## src/rtl/ssp_pkg.sv

```systemverilog
// rtl/ssp_pkg.sv - shared SSP constants and types
// Purpose: word width, FIFO depth and pointer width shared by the SSP TX and RX FIFOs.
// Ports: none (package).
package ssp_pkg;

  localparam int SSP_DATA_W     = 8;
  localparam int SSP_FIFO_DEPTH = 8;
  localparam int SSP_FIFO_AW    = $clog2(SSP_FIFO_DEPTH);

  typedef logic [7:0] ssp_byte_t;

endpackage

```

## src/rtl/ssp_fifo_ptr.sv

```systemverilog
// rtl/ssp_fifo_ptr.sv - pointer, count and flag controller for the SSP FIFOs
// Purpose: tracks write/read pointers and occupancy for a power-of-two FIFO.
// Ports:
//   clk_i      rising-edge clock
//   rst_ni     asynchronous active-low reset
//   push_i     qualified push (caller has already checked full/pop)
//   pop_i      qualified pop (caller has already checked empty)
//   wr_ptr_o   write pointer
//   rd_ptr_o   read pointer
//   count_o    number of entries held
//   empty_o    count == 0
//   full_o     count == DEPTH
module ssp_fifo_ptr
  import ssp_pkg::*;
#(
  parameter int DEPTH  = SSP_FIFO_DEPTH,
  parameter int ADDR_W = SSP_FIFO_AW
) (
  input  logic              clk_i,
  input  logic              rst_ni,
  input  logic              push_i,
  input  logic              pop_i,
  output logic [ADDR_W-1:0] wr_ptr_o,
  output logic [ADDR_W-1:0] rd_ptr_o,
  output logic [ADDR_W:0]   count_o,
  output logic              empty_o,
  output logic              full_o
);

  localparam logic [ADDR_W:0] DEPTH_C = (ADDR_W+1)'(DEPTH);

  logic [ADDR_W-1:0] wr_ptr_q, wr_ptr_d;
  logic [ADDR_W-1:0] rd_ptr_q, rd_ptr_d;
  logic [ADDR_W:0]   count_q, count_d;

  // DEPTH is a power of two, so natural overflow of the pointer gives the wrap.
  always_comb begin
    wr_ptr_d = wr_ptr_q;
    rd_ptr_d = rd_ptr_q;
    count_d  = count_q;
    if (push_i) wr_ptr_d = wr_ptr_q + 1'b1;
    if (pop_i)  rd_ptr_d = rd_ptr_q + 1'b1;
    if (push_i && !pop_i)      count_d = count_q + 1'b1;
    else if (pop_i && !push_i) count_d = count_q - 1'b1;
  end

  always_ff @(posedge clk_i or negedge rst_ni) begin
    if (!rst_ni) begin
      wr_ptr_q <= '0;
      rd_ptr_q <= '0;
      count_q  <= '0;
    end else begin
      wr_ptr_q <= wr_ptr_d;
      rd_ptr_q <= rd_ptr_d;
      count_q  <= count_d;
    end
  end

  assign wr_ptr_o = wr_ptr_q;
  assign rd_ptr_o = rd_ptr_q;
  assign count_o  = count_q;
  assign empty_o  = (count_q == '0);
  assign full_o   = (count_q == DEPTH_C);

endmodule

```

## src/rtl/ssp_tx_fifo.sv

```systemverilog
// rtl/ssp_tx_fifo.sv - SSP transmit FIFO
// Purpose: APB-written, first-word-fall-through byte FIFO feeding the SSP shifter.
// Optional: define SSP_TX_FIFO_ERR_EN to add sticky TxOVF / TxUNF error outputs.
// Ports:
//   PCLK       clock
//   CLEAR_B    asynchronous active-low reset
//   PSEL       APB select of the TX data register
//   PWRITE     APB write; push when PSEL & PWRITE and space (or a same-cycle pop)
//   PWDATA     byte to push
//   TxPOP      pop strobe from the transmit shifter
//   TxDATA     head byte, 0 when empty
//   TxEMPTY    no entries
//   TxFULL     DEPTH entries
//   SSPTXINTR  count <= DEPTH/2
//   TxCOUNT    occupancy
//   TxOVF      (SSP_TX_FIFO_ERR_EN) sticky dropped-push flag
//   TxUNF      (SSP_TX_FIFO_ERR_EN) sticky pop-while-empty flag
module ssp_tx_fifo
  import ssp_pkg::*;
#(
  parameter int DATA_W = SSP_DATA_W,
  parameter int DEPTH  = SSP_FIFO_DEPTH,
  parameter int ADDR_W = SSP_FIFO_AW
) (
  input  logic              PCLK,
  input  logic              CLEAR_B,
  input  logic              PSEL,
  input  logic              PWRITE,
  input  logic [DATA_W-1:0] PWDATA,
  input  logic              TxPOP,
  output logic [DATA_W-1:0] TxDATA,
  output logic              TxEMPTY,
  output logic              TxFULL,
  output logic              SSPTXINTR,
`ifdef SSP_TX_FIFO_ERR_EN
  output logic              TxOVF,
  output logic              TxUNF,
`endif
  output logic [ADDR_W:0]   TxCOUNT
);

  localparam logic [ADDR_W:0] HALF_C = (ADDR_W+1)'(DEPTH / 2);

  logic [DATA_W-1:0] mem_q [DEPTH];
  logic [ADDR_W-1:0] wr_ptr, rd_ptr;
  logic [ADDR_W:0]   count;
  logic              empty, full;
  logic              wr_req, pop_ok, push_ok;

  assign wr_req  = PSEL & PWRITE;
  assign pop_ok  = TxPOP & ~empty;
  // A pop in the same cycle frees the slot, so a full FIFO still accepts the write.
  assign push_ok = wr_req & (~full | pop_ok);

  ssp_fifo_ptr #(
    .DEPTH  (DEPTH),
    .ADDR_W (ADDR_W)
  ) u_ptr (
    .clk_i    (PCLK),
    .rst_ni   (CLEAR_B),
    .push_i   (push_ok),
    .pop_i    (pop_ok),
    .wr_ptr_o (wr_ptr),
    .rd_ptr_o (rd_ptr),
    .count_o  (count),
    .empty_o  (empty),
    .full_o   (full)
  );

  always_ff @(posedge PCLK or negedge CLEAR_B) begin
    if (!CLEAR_B) begin
      for (int i = 0; i < DEPTH; i++) mem_q[i] <= '0;
    end else if (push_ok) begin
      mem_q[wr_ptr] <= PWDATA;
    end
  end

  // Stale entries stay in storage after a pop, so mask the head when empty.
  assign TxDATA    = empty ? '0 : mem_q[rd_ptr];
  assign TxEMPTY   = empty;
  assign TxFULL    = full;
  assign TxCOUNT   = count;
  assign SSPTXINTR = (count <= HALF_C);

`ifdef SSP_TX_FIFO_ERR_EN
  logic ovf_q, unf_q;

  always_ff @(posedge PCLK or negedge CLEAR_B) begin
    if (!CLEAR_B) begin
      ovf_q <= 1'b0;
      unf_q <= 1'b0;
    end else begin
      if (wr_req && full && !pop_ok) ovf_q <= 1'b1;
      if (TxPOP && empty)            unf_q <= 1'b1;
    end
  end

  assign TxOVF = ovf_q;
  assign TxUNF = unf_q;
`endif

endmodule

```

## config.mk

```make
export PLATFORM = sky130hd
export DESIGN_NAME = ssp_tx_fifo
export DESIGN_NICKNAME = d
export VERILOG_FILES = /design/src/rtl/ssp_pkg.sv /design/src/rtl/ssp_fifo_ptr.sv /design/src/rtl/ssp_tx_fifo.sv
export SDC_FILE = /design/constraint.sdc
export NUM_CORES = 1
export LEC_CHECK = 0
export ABC_AREA = 1
export ABC_CLOCK_PERIOD_IN_PS = 5000
export BUFFER_PORTS_ARGS = -buffer_cell sky130_fd_sc_hd__buf_2
export CORE_MARGIN = 4
export CORE_UTILIZATION = 60
export DETAILED_ROUTE_END_ITERATION = 6
export HOLD_SLACK_MARGIN = 0.08
export PLACE_DENSITY_LB_ADDON = 0.05
export SLEW_MARGIN = 25
export SYNTH_ARGS = -nofsm -noshare
export SYNTH_HDL_FRONTEND = slang
export SYNTH_SLANG_ARGS = --single-unit
```

## constraint.sdc

```tcl
create_clock -name PCLK -period 5 [get_ports PCLK]
set_clock_uncertainty 0.1 [all_clocks]
set_input_delay 0.75 -clock PCLK [delete_from_list [all_inputs] [get_ports PCLK]]
set_output_delay 0.75 -clock PCLK [all_outputs]
set_load 0.03 [all_outputs]
```

==> results by group <==
Global routing
  • GRT overflow: 0
  • Initial antenna violation count: 0
  • Via count of the first global-routing pass: between 3000 and 4000
  • First-pass GRT wire length: ~18000 um
  • GRT Total Usage: 0.2766
  • Pin count of the biggest net entering global routing: 75

Pwr
  • Max VDD drop: between 300 and 400 uV
  • P per Cell Area: between 600 and 700 nW/um^2
  • Leakage power: roughly 2.5 nW
  • Total power: 3.110 mW

Routing
  • Initial drt markers: about 380
  • Post-route ant nets: 0
  • Vias per Instance: around 5.7
  • Drt drc: 0
  • Drt pass-1 iters: 6
  • Via count: 3922
  • Wire length per cell: ~16 um
  • WL final: ~11000 um

CTS
  • Clk slew on worst S/H paths: around 0.09 ns
  • Post-CTS Setup Bufs: 0
  • Sink Count: between 70 and 80
  • TritonCTS clock tree: done
  • Clock Root Buffer: clkbuf_8
  • PostCTS Resize Cnt: 0
  • # hold bufs at CTS: 0
  • Worst-Skew Late Latency: between 0.3 and 0.4 ns
  • Max Root-Sink Buffers: 2
  • Htree depth: 3
  • CTS Buf Count: 9

STA
  • RSZ-0062 raised after global routing: no
  • Post-layout min period: around 3.2 ns
  • Final setup margin: around 1.8 ns
  • Fmax: between 300 and 400 MHz
  • Final period util: 0.6416
  • Final Hold Vio Count: 0
  • Slew HR: 0.3840
  • Setup Viol. Count Final: 0
  • Total Neg Setup Slack: 0 ns
  • Pins Over Slew Limit: 0
  • Worst-Margin Slew: approximately 0.92 ns

Setup path
  • R2R Path End: u_ptr.count_o[3]
  • Reg2Reg Setup Slack: 2.51 ns
  • Critical Path RT: just over 4 ns
  • Crit path kind: register to primary output
  • Worst reg2reg path depth: 11
  • CP Capture Type: primary output
  • CP startpoint: u_ptr.rd_ptr_o[1]
  • Crit-path max FO: 18
  • WP data arrival: 2.36 ns
  • Reg2reg start: u_ptr.count_o[1]
  • Startpoint Class: register

Worst hold path
  • Tightest Hold Check Type: input port to asynchronous set/reset pin

Logic synthesis
  • Synth Register Bits: between 70 and 80
  • Avg Cell Area, Syn: 7.319 um^2
  • Post-Syn Area: 4289 um^2
  • Synthesis Warnings: 0
  • Register area share after synthesis: 0.4317
  • Syn Inst Count: between 500 and 600
  • Yosys cell types: 24
  • Post-synth net total: roughly 600

Die
  • Die ar.: ~8600 um^2
  • Num rows: 30
  • Die height: slightly above 90 um
  • Starting density of the core: 0.6244
  • Chip Width: about 93 um
  • Core ar.: slightly below 7000 um^2
  • # IOs: 28

Final layout
  • Inserted Diodes: 0
  • Layout area overhead: 5.922%
  • Layout cells sized above 1: 0.1055
  • Post-layout nets: a little over 600
  • Util after Layout: 0.6614

Run status
  • Outcome: completed

Place
  • DP Worst Slack: between 2 and 2.5 ns
  • Dpl hpwl: ~7200 um
  • Gp weighted congestion: 0.9147
  • IO Port Bufs: 27

Run
  • Max Cap Viol: 0
layout by cell type, fill, tap and decap left out:
cell | netlist | final
nand2_1 | 238 | 238
inv_1 | 76 | 76
dfrtp_1 | 74 | 74
nand4_1 | 64 | 64
nand3_1 | 45 | 45
buf_2 | 7 | 26
nor2_1 | 18 | 18
clkbuf_8 | 0 | 10
nor2_2 | 6 | 6
nand3_2 | 5 | 5
ha_1 | 5 | 5
xnor2_1 | 4 | 4
nor2_4 | 3 | 3
o21ai_0 | 3 | 3
buf_4 | 1 | 3
inv_2 | 1 | 2
a21oi_1 | 2 | 2
bufinv_16 | 0 | 2
clkinv_2 | 0 | 2
nor3_1 | 1 | 1
nand4_4 | 1 | 1
clkinv_1 | 2 | 1
xor2_1 | 1 | 1
or2_2 | 1 | 1
fa_1 | 1 | 1
clkbuf_1 | 13 | 1
clkinvlp_4 | 0 | 1
buf_6 | 14 | 1
per-layer routing:
metal / wire, um / track usage
met3: 1118 / 0.05361
met1: 4908 / 0.4071
met4: 322 / 0.1188
met5: 0 / 0
met2: 4864 / 0.3958
final cells by class:
cell class	instances	area, um^2
fill	598	2326
multi-input combinational	398	1892
sequential	74	1852
inverter	79	296.5
timing repair buffer	30	163.9
clock buffer	11	141.4
tap	96	120.1
clock inverter	5	77.57
where the power goes:
group	internal, mW	leakage, nW	switching, mW	total (mW)
clock network	0.293	0.109	0.232	0.526
logic	0.474	1.47	1.01	1.49
registers	0.863	0.942	0.236	1.10
cell families after synthesis:
| kind of cell | Yosys count | share of synthesized area |
|---|---|---|
| buffers and inverters | 114 | 0.1272 |
| adders and majority gates | 6 | 0.01925 |
| and+or+nand+nor | 382 | 0.4058 |
| AOI/OAI and AO/OA | 5 | 0.005833 |
| xor gates and xnor gates | 5 | 0.01021 |
| DFF | 74 | 0.4317 |
through the flow:
step | instance area [um^2] | hold slack, ns | instances
global route | 4543 | 0.3533 | 693
finish | 4543 | 0.3029 | 693
floorplan | 4289 | 0.3419 | 586
CTS | 4539 | 0.3781 | 693
global placement | 4320 | 0.3529 | 677
detailed placement | 4320 | 0.3591 | 677
sequential cells by signal (all words and copies together) (netlist names):
name / cells
u_ptr.rd_ptr_o: 3
mem_q: 64
u_ptr.count_o: 4
u_ptr.wr_ptr_o: 3
synthesized netlist by cell type, drive strengths merged:
cell | count | share of area
a21oi | 2 | 0.0023
buf | 22 | 0.047
clkbuf | 13 | 0.011
clkinv | 2 | 0.0018
dfrtp | 74 | 0.43
fa | 1 | 0.0047
ha | 5 | 0.015
inv | 77 | 0.067
nand2 | 238 | 0.21
nand3 | 50 | 0.064
nand4 | 65 | 0.098
nor2 | 27 | 0.032
nor3 | 1 | 0.0012
o21ai | 3 | 0.0035
or2 | 1 | 0.0015
xnor2 | 4 | 0.0082
xor2 | 1 | 0.0020
worst max path at each step:
stage,to
after global placement,TxDATA[4]
after global routing,TxDATA[5]
after CTS,TxDATA[5]
final,TxDATA[5]
after detailed placement,TxDATA[5]
after floorplan,u_ptr.count_o[3]
worst max-delay path, stage by stage (launching register included):
cell and delay (ns):
dfrtp_1 0.73, clkinv_1 0.61, nand3_1 0.25, nand3_1 0.10, nand2_1 0.11, nor2_1 0.05
buf_2 0.17
No activity file was read; power rests on OpenSTA's default activity.
